$ cat src/rtl/add_sched.sv
// rtl/add_sched.sv - round-robin scheduler sharing one registered adder among NREQ requesters
// Define ADD_SCHED_FIXED_PRIO_EN to replace round-robin with lowest-index-wins arbitration.
module add_sched #(
  parameter int NREQ = 4,
  parameter int W    = 4,
  parameter int IDW  = $clog2(NREQ)
) (
  input  logic              clk,
  input  logic              rst,
  input  logic [NREQ-1:0]   req_valid,
  input  logic [NREQ*W-1:0] req_a,
  input  logic [NREQ*W-1:0] req_b,
  output logic [NREQ-1:0]   req_ready,
  output logic [W-1:0]      add_a,
  output logic [W-1:0]      add_b,
  input  logic [W:0]        add_sum,
  output logic              rsp_valid,
  output logic [IDW-1:0]    rsp_id,
  output logic [W:0]        rsp_sum,
  input  logic              rsp_ready
);

  typedef enum logic [1:0] {IDLE, ISSUE, CAPT, RESP} state_t;

  state_t         state, state_next;
  logic [IDW-1:0] last;
  logic [IDW-1:0] id;
  logic [IDW-1:0] gnt;
  logic           grant;

  function automatic logic [IDW-1:0] lowest_set(input logic [NREQ-1:0] v);
    lowest_set = '0;
    for (int i = NREQ - 1; i >= 0; i--) begin
      if (v[i]) lowest_set = IDW'(i);
    end
  endfunction

`ifdef ADD_SCHED_FIXED_PRIO_EN
  always_comb begin
    gnt = lowest_set(req_valid);
  end
`else
  logic [NREQ-1:0] above_last;

  // Prefer requesters above the last winner; wrap to the lowest index otherwise.
  always_comb begin
    above_last = '0;
    for (int i = 0; i < NREQ; i++) begin
      above_last[i] = (i > int'(last));
    end
    if ((req_valid & above_last) != '0) gnt = lowest_set(req_valid & above_last);
    else                                gnt = lowest_set(req_valid);
  end
`endif

  assign grant = (state == IDLE) && (req_valid != '0) && !rst;

  always_comb begin
    req_ready = '0;
    if (grant) req_ready[gnt] = 1'b1;
  end

  always_comb begin
    state_next = state;
    case (state)
      IDLE:    if (req_valid != '0) state_next = ISSUE;
      ISSUE:   state_next = CAPT;
      CAPT:    state_next = RESP;
      RESP:    if (rsp_ready) state_next = IDLE;
      default: state_next = IDLE;
    endcase
  end

  always_ff @(posedge clk) begin
    if (rst) begin
      state     <= IDLE;
      last      <= IDW'(NREQ - 1);
      id        <= '0;
      add_a     <= '0;
      add_b     <= '0;
      rsp_valid <= 1'b0;
      rsp_id    <= '0;
      rsp_sum   <= '0;
    end else begin
      state <= state_next;
      if (grant) begin
        add_a <= req_a[int'(gnt)*W +: W];
        add_b <= req_b[int'(gnt)*W +: W];
        id    <= gnt;
        last  <= gnt;
      end
      // The adder sampled add_a/add_b at the end of ISSUE, so add_sum is valid in CAPT.
      if (state == CAPT) begin
        rsp_sum   <= add_sum;
        rsp_id    <= id;
        rsp_valid <= 1'b1;
      end
      if (state == RESP && rsp_ready) rsp_valid <= 1'b0;
    end
  end

endmodule

$ cat config.mk
export PLATFORM = sky130hd
export DESIGN_NAME = add_sched
export DESIGN_NICKNAME = d
export VERILOG_FILES = /design/src/rtl/add_sched.sv
export SDC_FILE = /design/constraint.sdc
export NUM_CORES = 1
export LEC_CHECK = 0
export BUFFER_PORTS_ARGS = -buffer_cell sky130_fd_sc_hd__buf_2
export CORE_UTILIZATION = 30
export CTS_BUF_LIST = sky130_fd_sc_hd__clkbuf_4
export CTS_CLUSTER_SIZE = 30
export DETAILED_ROUTE_END_ITERATION = 16
export PLACE_DENSITY = 0.55
export SYNTH_ARGS = -nofsm -noshare
export SYNTH_HDL_FRONTEND = slang
export SYNTH_SLANG_ARGS = --single-unit
export TNS_END_PERCENT = 5
$ cat constraint.sdc
create_clock -name clk -period 2.15 [get_ports clk]
set_clock_uncertainty 0.15 [all_clocks]
set_input_delay 0.215 -clock clk [delete_from_list [all_inputs] [get_ports clk]]
set_output_delay 0.215 -clock clk [all_outputs]
set_load 0.05 [all_outputs]
==> flow_metrics.env, run 1 <==
export IMPL_yosys_warnings=0
export IMPL_cts_made_buffers=3
export IMPL_seqPwrFrac_pct=26.7
export IMPL_clkSlewWorstSetupHoldPaths_ps=110
export IMPL_met3_usage_pct=1.96
export IMPL_multi_input_area_um2=707
export IMPL_start_kind="register"
export IMPL_met1_usage_pct=20.1
export IMPL_dpl_instance_area_um2=1530
export IMPL_grt_max_degree=14
export IMPL_ant_nets=0
export IMPL_pwr_share_comb_pct=60.9
export IMPL_ys_seq_elements=22
export IMPL_path_max_fanout=4
export IMPL_cpMaxStageDelayCell="or3_4"
export IMPL_io_buffers=63
export IMPL_coreArea_um2=3690
export IMPL_cts_max_path_buffers=2
export IMPL_period_share_pct=95.7
export IMPL_die_x_um=64.1
export IMPL_p_total_w=0.00252
export IMPL_grt_ovfl_total=0
export IMPL_area_growth_synth_to_final_pct=59.2
export IMPL_required_ps=1780
export IMPL_cp_arrival_ps=1690
export IMPL_power_switching_w=0.00115
export IMPL_final_nets=258
export IMPL_cts_tree="done"
export IMPL_holdCritPathClass="in -> reg"
export IMPL_sw_frac_of_total_pct=45.7
export IMPL_tns_ps=0
export IMPL_insertion_delay_ps=310
export IMPL_fin_cells=257
export IMPL_crit_path_max_incr_delay_ps=430
export IMPL_fmax_mhz=486
export IMPL_synth_area_leader_cell="dfxtp_1"
export IMPL_boundaryPins=64
export IMPL_grt_pass1_wl_um=5040
export IMPL_p_per_area_nw_per_um2=1370
export IMPL_drcViolationCount=0
export IMPL_report_final_slew_viol_count=0
export IMPL_slew_headroom_pct=60.6
export IMPL_routabilityCongestion=0.703
export IMPL_first_pass_iters=4
export IMPL_cts_htree_levels=1
export IMPL_finalSetupViolCount=0
export IMPL_dp_cells=233
export IMPL_dpl_hpwl_um=2250
export IMPL_yosys_top_cells_area="dfxtp_1 (38%), mux2i_1 (18%), nor2_1 (5.2%), o221ai_1 (4.5%), ha_1 (4.3%)"
export IMPL_n_fill_cell=379
export IMPL_drv_cap=0
export IMPL_rows=22
export IMPL_antenna_found_initial=0
export IMPL_synth_nets=170
export IMPL_clock_sinks=22
export IMPL_grt_usage_pct=15.8
export IMPL_seqCellArea_um2=444
export IMPL_drive_gt1_share_pct=50.2
export IMPL_wire_per_inst_um=12.2
export IMPL_synthCells=122
export IMPL_grt_pass1_vias=1136
export IMPL_p_clk_share_pct=12.4
export IMPL_status="finished clean"
export IMPL_diodes=0
export IMPL_gr_max_usage_layer="met2"
export IMPL_root_buffer="clkbuf_4"
export IMPL_tightest_slew_ps=586
export IMPL_finalInstanceArea_um2=1840
export IMPL_power_leakage_nw=0.916
export IMPL_initial_utilization_pct=31.3
export IMPL_syn_area_um2=1160
export IMPL_synth_seq_area_share_pct=38.1
export IMPL_yosys_area_top_type_share_pct=38.1
export IMPL_ys_types=31
export IMPL_cp_end_kind="output port"
export IMPL_path_class="reg -> out"
export IMPL_avgSynthCellArea_um2=9.48
export IMPL_drt_iter0_markers=42
export IMPL_fin_crit_ps=2060
export IMPL_num_vias=1229
export IMPL_viasPerCell=4.78
export IMPL_layout_common_cells="buf_2 (59), mux2i_1 (21), dfxtp_1 (19), buf_4 (17), nor2_1 (13)"
export IMPL_dieArea_um2=4110
export IMPL_hold_viol=0
export IMPL_ir_drop_mv=0.593
export IMPL_met2_usage_pct=26.5
export IMPL_die_height_um=64.1
export IMPL_layout_commonest_cell="buf_2"
export IMPL_wl_um=3140
export IMPL_crit_chain="nor2b_1, o21a_2, or3_4, nor2_2, buf_6"
export IMPL_intPower_w=0.00137
export IMPL_whs_ps=74.6
==> cells by family (layout without fill, tap and decap cells) <==
kind of cell               after synthesis  in the layout  share of synthesized area (%)
and+or+nand+nor                         42             42                           19.4
AOI/OAI and AO/OA                       22             22                           15.0
DFF                                     22             22                           38.1
muxes                                   21             21                           18.2
buffers and inverters                   11             98                           4.98
adders and majority gates                4              4                           4.33
==> state kept, by name, indices dropped and copies added, names as in the netlist <==
| signal | flops |
|---|---|
| id | 2 |
| add_a | 4 |
| state | 2 |
| add_b | 4 |
| rsp_valid | 1 |
| last | 2 |
| rsp_sum | 5 |
| rsp_id | 2 |
==> per-stage QoR <==
stage                     utilization (%)  worst slack, ps
final                                49.9             92.5
after global routing                 49.9            -3.49
after CTS                            48.4             1.86
after detailed placement             41.6              112
after global placement               41.6              170
after floorplan                         -            -12.5
==> worst paths after layout <==
path	startpoint	to	slack (ps)	cells after the start
min reg2reg	id[0]	id[0]	310	2
min	req_a[15]	add_a[3]	70	3
max reg2reg	state[1]	add_a[1]	150	10
max	last[0]	req_ready[0]	90	5
==> critical path, delay by kind of cell, from the launching register on <==
kind | cells | cell delay, ps
AOI/OAI and AO/OA | 1 | 240
and+or+nand+nor | 3 | 640
DFF | 1 | 350
buffers and inverters | 1 | 170
==> timing repair <==
| action | CTS | global route |
|---|---|---|
| gates cloned | 0 | 0 |
| resized for setup | 19 | 8 |
| pin swaps | 2 | 6 |
| setup buffers | 8 | 4 |
| hold buffers | 8 | 0 |
| hold endpoints to repair | 8 | 0 |
| setup endpoints to repair | 4 | 6 |
==> layer usage <==
layer	part of all wire, %	wire, um
met1	44	1370
met4	1.5	46
met3	6.0	188
met5	0	0
met2	49	1530
==> synth_stat cells, drive strengths merged <==
| cell | instances |
|---|---|
| o22ai | 2 |
| buf | 3 |
| mux2i | 21 |
| nand3 | 2 |
| a21oi | 3 |
| o31ai | 1 |
| a22oi | 2 |
| nor2 | 17 |
| dfxtp | 22 |
| o221ai | 7 |
| inv | 6 |
| a221o | 2 |
| o21ai | 1 |
| a211oi | 2 |
| or3 | 1 |
| or4 | 1 |
| nand2 | 12 |
| o21a | 1 |
| a2bb2oi | 1 |
| nand2b | 3 |
| nor2b | 2 |
| nor3b | 1 |
| clkbuf | 2 |
| nor3 | 2 |
| ha | 4 |
| or2 | 1 |
==> power groups by stage <==
stage | clock (W) | combinational, W | sequential [W]
finish | 0.000312 | 0.00154 | 0.000673
global route | 0.000342 | 0.00165 | 0.000693
detailed placement | 0 | 0.00129 | 0.000663
floorplan | 0 | 0.000644 | 0.00101
CTS | 0.000324 | 0.00146 | 0.000665
global placement | 0 | 0.00127 | 0.000656
==> cell type report <==
cell class,count,area share [%]
multi-input combinational,89,38.4
clock buffer,3,1.22
sequential,22,24.1
clock inverter,1,1.63
timing repair buffer,88,30.0
tap,48,3.26
inverter,6,1.36
Power figures use the tool's default switching activity.
==> run 2: changes to the inputs <==
--- a/config.mk
+++ b/config.mk
@@ -6,11 +6,11 @@
 export NUM_CORES = 1
 export LEC_CHECK = 0
 export BUFFER_PORTS_ARGS = -buffer_cell sky130_fd_sc_hd__buf_2
-export CORE_UTILIZATION = 30
+export CORE_UTILIZATION = 45
 export CTS_BUF_LIST = sky130_fd_sc_hd__clkbuf_4
 export CTS_CLUSTER_SIZE = 30
 export DETAILED_ROUTE_END_ITERATION = 16
-export PLACE_DENSITY = 0.55
+export PLACE_DENSITY = 0.78
 export SYNTH_ARGS = -nofsm -noshare
 export SYNTH_HDL_FRONTEND = slang
 export SYNTH_SLANG_ARGS = --single-unit
==> flow_metrics.env, run 2 (same netlist as run 1, synthesis figures left out) <==
export IMPL_start_kind="register"
export IMPL_status="finished clean"
export IMPL_clkSlewWorstSetupHoldPaths_ps=120
export IMPL_layout_common_cells="buf_2 (59), mux2i_1 (21), dfxtp_1 (19), nor2_1 (14), nand2_1 (11)"
export IMPL_io_buffers=63
export IMPL_cts_htree_levels=1
export IMPL_area_growth_synth_to_final_pct=47.9
export IMPL_wire_per_inst_um=12.2
export IMPL_cpMaxStageDelayCell="dfxtp_2"
export IMPL_antenna_found_initial=0
export IMPL_fin_cells=230
export IMPL_hp_start="add_sum[1]"
export IMPL_slew_headroom_pct=62.9
export IMPL_cp_end_kind="output port"
export IMPL_grt_pass1_vias=1129
export IMPL_tightest_slew_ps=552
export IMPL_root_buffer="clkbuf_4"
export IMPL_largest_register_ff_count=5
export IMPL_fin_crit_ps=2120
export IMPL_power_leakage_nw=0.861
export IMPL_dpl_hpwl_um=2110
export IMPL_drive_gt1_share_pct=48.0
export IMPL_layout_commonest_cell="buf_2"
export IMPL_die_x_um=52.7
export IMPL_coreArea_um2=2450
export IMPL_drt_iter0_markers=13
export IMPL_final_nets=249
export IMPL_report_final_slew_viol_count=0
export IMPL_viasPerCell=5.05
export IMPL_cts_made_buffers=3
export IMPL_routabilityCongestion=0.830
export IMPL_period_share_pct=98.4
export IMPL_holdCritPathClass="in -> reg"
export IMPL_cts_max_path_buffers=2
export IMPL_initial_utilization_pct=47.1
export IMPL_rr_endpoint="add_a[1]"
export IMPL_boundaryPins=64
export IMPL_crit_chain="inv_2, ha_4, inv_2, nor3b_4, buf_4, nand2b_4, nor2_4, buf_6"
export IMPL_required_ps=1780
export IMPL_drcViolationCount=0
export IMPL_largestRegisters="rsp_sum: 5 flops, add_a: 4 flops, add_b: 4 flops"
export IMPL_dp_cells=214
export IMPL_grt_usage_pct=21.8
export IMPL_hold_viol=0
export IMPL_r2r_slack_ps=220
export IMPL_grt_pass1_wl_um=4540
export IMPL_hold_end="rsp_sum[1]"
export IMPL_dpl_instance_area_um2=1500
export IMPL_clock_sinks=22
export IMPL_num_vias=1161
export IMPL_largest_register="rsp_sum"
export IMPL_fmax_mhz=472
export IMPL_p_per_area_nw_per_um2=1340
export IMPL_path_class="reg -> out"
export IMPL_dieArea_um2=2780
export IMPL_grt_ovfl_total=0
export IMPL_drv_cap=0
export IMPL_diodes=0
export IMPL_die_height_um=52.7
export IMPL_rows=18
export IMPL_post_place_ws_ps=79.0
export IMPL_cp_arrival_ps=1750
export IMPL_path_common_cell="inv_2"
export IMPL_first_pass_iters=4
export IMPL_cts_tree="done"
export IMPL_whs_ps=3.48
export IMPL_ir_drop_mv=1.10
export IMPL_hold_depth=3
export IMPL_grt_max_degree=13
export IMPL_layout_setup_ws_ps=33.4
export IMPL_rsz0062_at_grt="yes"
export IMPL_finalInstanceArea_um2=1710
export IMPL_ant_nets=0
export IMPL_wl_um=2810
export IMPL_ff2ff_path_depth=5
export IMPL_post_route_util_pct=69.7
export IMPL_crit_path_max_incr_delay_ps=360
export IMPL_path_max_fanout=4
export IMPL_insertion_delay_ps=300
export IMPL_finalSetupViolCount=0
export IMPL_r2r_start="last[0]"
==> run 2: routing by layer <==
metal / vias up / wire, um / share of wire [%] / track usage (%)
met1: 511 / 1240 / 44 / 25.8
met2: 49 / 1350 / 48 / 37.1
met4: 0 / 34 / 1.2 / 9.21
met5: - / 0 / 0 / 0
met3: 5 / 191 / 6.8 / 5.22
li1: 596 / - / - / -
==> run 2: where the power goes <==
group          internal (W)  switching, W
combinational      0.000543      0.000893
sequential         0.000570      0.000101
clock             0.0000678      0.000123
==> run 2: timing repair <==
action	CTS	global route
hold buffers	6	0
endpoints found under the setup margin	4	4
buffers inserted	2	4
hold endpoints to repair	6	0
pin swaps	1	3
gates resized for setup	15	9
==> run 2: final cells by class <==
class / count / area, um^2
well taps: 30 / 37.5
fillers: 216 / 744
clock buffers: 3 / 22.5
multi-input cells: 89 / 704
flip-flops and latches: 22 / 444
repair buffers: 79 / 475
inverters: 6 / 22.5
clock inverters: 1 / 3.75
==> run 2: worst max-delay path, delay by kind of cell (launching register included) <==
kind                     cells  cell delay [ps]
flip-flops                   1              360
buffers and inverters        4              480
AND/OR/NAND/NOR              3              480
adder cells (fa/ha/maj)      1              130
==> run 2: stage by stage <==
| stage | setup TNS (ps) | total power [W] |
|---|---|---|
| 3_3_place_gp | 0 | 0.00190 |
| 5_1_grt | -156 | 0.00246 |
| 6_report | 0 | 0.00230 |
| 3_5_place_dp | 0 | 0.00194 |
| 2_1_floorplan | -25.0 | 0.00165 |
| 4_1_cts | -2.57 | 0.00223 |
==> run 2: how the worst max path moves through the flow <==
stage | slack [ps] | to | depth (start not counted) | from
3_5_place_dp | 80 | req_ready[2] | 7 | state[1]
5_1_grt | -70 | req_ready[2] | 8 | state[1]
6_report | 30 | req_ready[2] | 8 | state[1]
4_1_cts | -3 | req_ready[2] | 7 | state[1]
3_3_place_gp | 180 | req_ready[2] | 7 | state[0]
2_1_floorplan | -10 | req_ready[0] | 6 | state[0]
==> run 3: changes to the inputs <==
--- a/config.mk
+++ b/config.mk
@@ -6,11 +6,10 @@
 export NUM_CORES = 1
 export LEC_CHECK = 0
 export BUFFER_PORTS_ARGS = -buffer_cell sky130_fd_sc_hd__buf_2
-export CORE_UTILIZATION = 45
-export CTS_BUF_LIST = sky130_fd_sc_hd__clkbuf_4
+export CORE_UTILIZATION = 43
 export CTS_CLUSTER_SIZE = 30
 export DETAILED_ROUTE_END_ITERATION = 16
-export PLACE_DENSITY = 0.78
+export PLACE_DENSITY = 0.75
 export SYNTH_ARGS = -nofsm -noshare
 export SYNTH_HDL_FRONTEND = slang
 export SYNTH_SLANG_ARGS = --single-unit
==> flow_metrics.env, run 3 (same netlist as run 1, synthesis figures left out) <==
export IMPL_dieArea_um2=2900
export IMPL_report_final_slew_viol_count=0
export IMPL_wire_per_inst_um=13.1
export IMPL_crit_path_max_incr_delay_ps=360
export IMPL_ir_drop_mv=1.07
export IMPL_antenna_found_initial=0
export IMPL_io_buffers=63
export IMPL_finalSetupViolCount=0
export IMPL_tightest_slew_ps=626
export IMPL_grt_pass1_vias=1104
export IMPL_drcViolationCount=0
export IMPL_cp_arrival_ps=1730
export IMPL_fmax_mhz=478
export IMPL_coreArea_um2=2500
export IMPL_die_height_um=53.9
export IMPL_hp_start="req_a[14]"
export IMPL_viasPerCell=5.22
export IMPL_period_share_pct=97.3
export IMPL_post_place_ws_ps=60.6
export IMPL_first_pass_iters=4
export IMPL_grt_pass1_wl_um=4640
export IMPL_cts_max_path_buffers=2
export IMPL_crit_chain="inv_2, ha_4, inv_1, nor3b_4, nand2b_4, nor2_4, buf_8"
export IMPL_largest_register_ff_count=5
export IMPL_drive_gt1_share_pct=49.8
export IMPL_power_leakage_nw=0.908
export IMPL_insertion_delay_ps=320
export IMPL_grt_ovfl_total=0
export IMPL_path_class="reg -> out"
export IMPL_layout_common_cells="buf_2 (59), mux2i_1 (21), dfxtp_1 (19), nor2_1 (13), buf_4 (13)"
export IMPL_p_per_area_nw_per_um2=1390
export IMPL_dpl_hpwl_um=2220
export IMPL_cp_end_kind="output port"
export IMPL_hold_viol=0
export IMPL_cts_made_buffers=3
export IMPL_wl_um=3080
export IMPL_cts_tree="done"
export IMPL_holdCritPathClass="in -> reg"
export IMPL_cpLargestDelayFamily="simple AND/OR/NAND/NOR gates"
export IMPL_whs_ps=45.3
export IMPL_finalInstanceArea_um2=1800
export IMPL_path_buf_inv=3
export IMPL_slew_headroom_pct=57.9
export IMPL_die_x_um=53.9
export IMPL_start_kind="register"
export IMPL_rows=18
export IMPL_fin_crit_ps=2090
export IMPL_boundaryPins=64
export IMPL_drt_iter0_markers=22
export IMPL_drv_cap=0
export IMPL_largest_register="rsp_sum"
export IMPL_cpMaxStageDelayCell="dfxtp_2"
export IMPL_ant_nets=0
export IMPL_grt_usage_pct=22.6
export IMPL_diodes=0
export IMPL_area_growth_synth_to_final_pct=55.3
export IMPL_final_nets=254
export IMPL_initial_utilization_pct=46.2
export IMPL_required_ps=1780
export IMPL_tns_ps=0
export IMPL_largestRegisters="rsp_sum: 5 flops, add_a: 4 flops, add_b: 4 flops"
export IMPL_cts_htree_levels=1
export IMPL_fin_cells=235
export IMPL_r2r_start="last[0]"
export IMPL_root_buffer="clkbuf_4"
export IMPL_crit_start="state[1]"
export IMPL_dpl_instance_area_um2=1500
export IMPL_path_max_fanout=5
export IMPL_clock_sinks=22
export IMPL_clkSlewWorstSetupHoldPaths_ps=140
export IMPL_dp_cells=214
export IMPL_routabilityCongestion=0.849
export IMPL_status="finished clean"
export IMPL_layout_setup_ws_ps=58.8
export IMPL_layout_commonest_cell="buf_2"
export IMPL_num_vias=1226
export IMPL_grt_max_degree=15
-- run 3: cell count changes in the layout (fill, tap and decap cells not counted), sizes merged --
cell	previous run	this run
dlygate4sd3	6	8
buf	73	76
clkinv	1	0
bufinv	0	1
-- run 3: final cells by class --
type / instances / area, um^2
clock buffers: 3 / 22.5
flip-flops and latches: 22 / 444
repair buffers: 84 / 522
clock inverters: 1 / 30.0
well taps: 30 / 37.5
inverters: 6 / 22.5
fillers: 192 / 704
multi-input cells: 89 / 717
-- run 3: where the power goes --
part	switching, W	total (W)	internal (W)
clock	0.000138	0.000326	0.000189
combinational	0.000918	0.00150	0.000584
sequential	0.000105	0.000674	0.000570
total	0.00116	0.00250	0.00134
-- run 3: routing by layer --
layer / global-route usage, % / vias up / share of wire (%)
met4: 9.65 / 0 / 1.6
met5: 0 / - / 0
met1: 24.6 / 547 / 42
met2: 40.1 / 66 / 48
li1: - / 604 / -
met3: 6.78 / 9 / 8.6
-- run 3: final timing paths --
check	end	slack [ps]	depth (start not counted)
min reg2reg	id[0]	300	2
max	req_ready[2]	60	7
min	add_a[2]	50	3
max reg2reg	add_b[1]	100	5
-- run 3: worst reg2reg max path: stages, from the launching register on --
cell and delay (ps):
dfxtp_2 380, nor2b_2 60, o21a_2 240, o31ai_1 570
o22ai_1 240, a221o_1 300
-- run 3: metrics by stage --
step,utilization (%),total power (W)
6_report,71.8,0.00250
5_1_grt,71.8,0.00265
4_1_cts,68.0,0.00235
3_5_place_dp,60.2,0.00195
3_3_place_gp,60.2,0.00190
2_1_floorplan,-,0.00165
-- run 3: repair_timing --
action                     in CTS  in global routing
hold buffers                    8                  0
resized for setup              13                 14
setup endpoints to repair       4                  4
pin swaps                       2                  5
hold endpoints to repair        8                  0
setup buffers                   2                  7
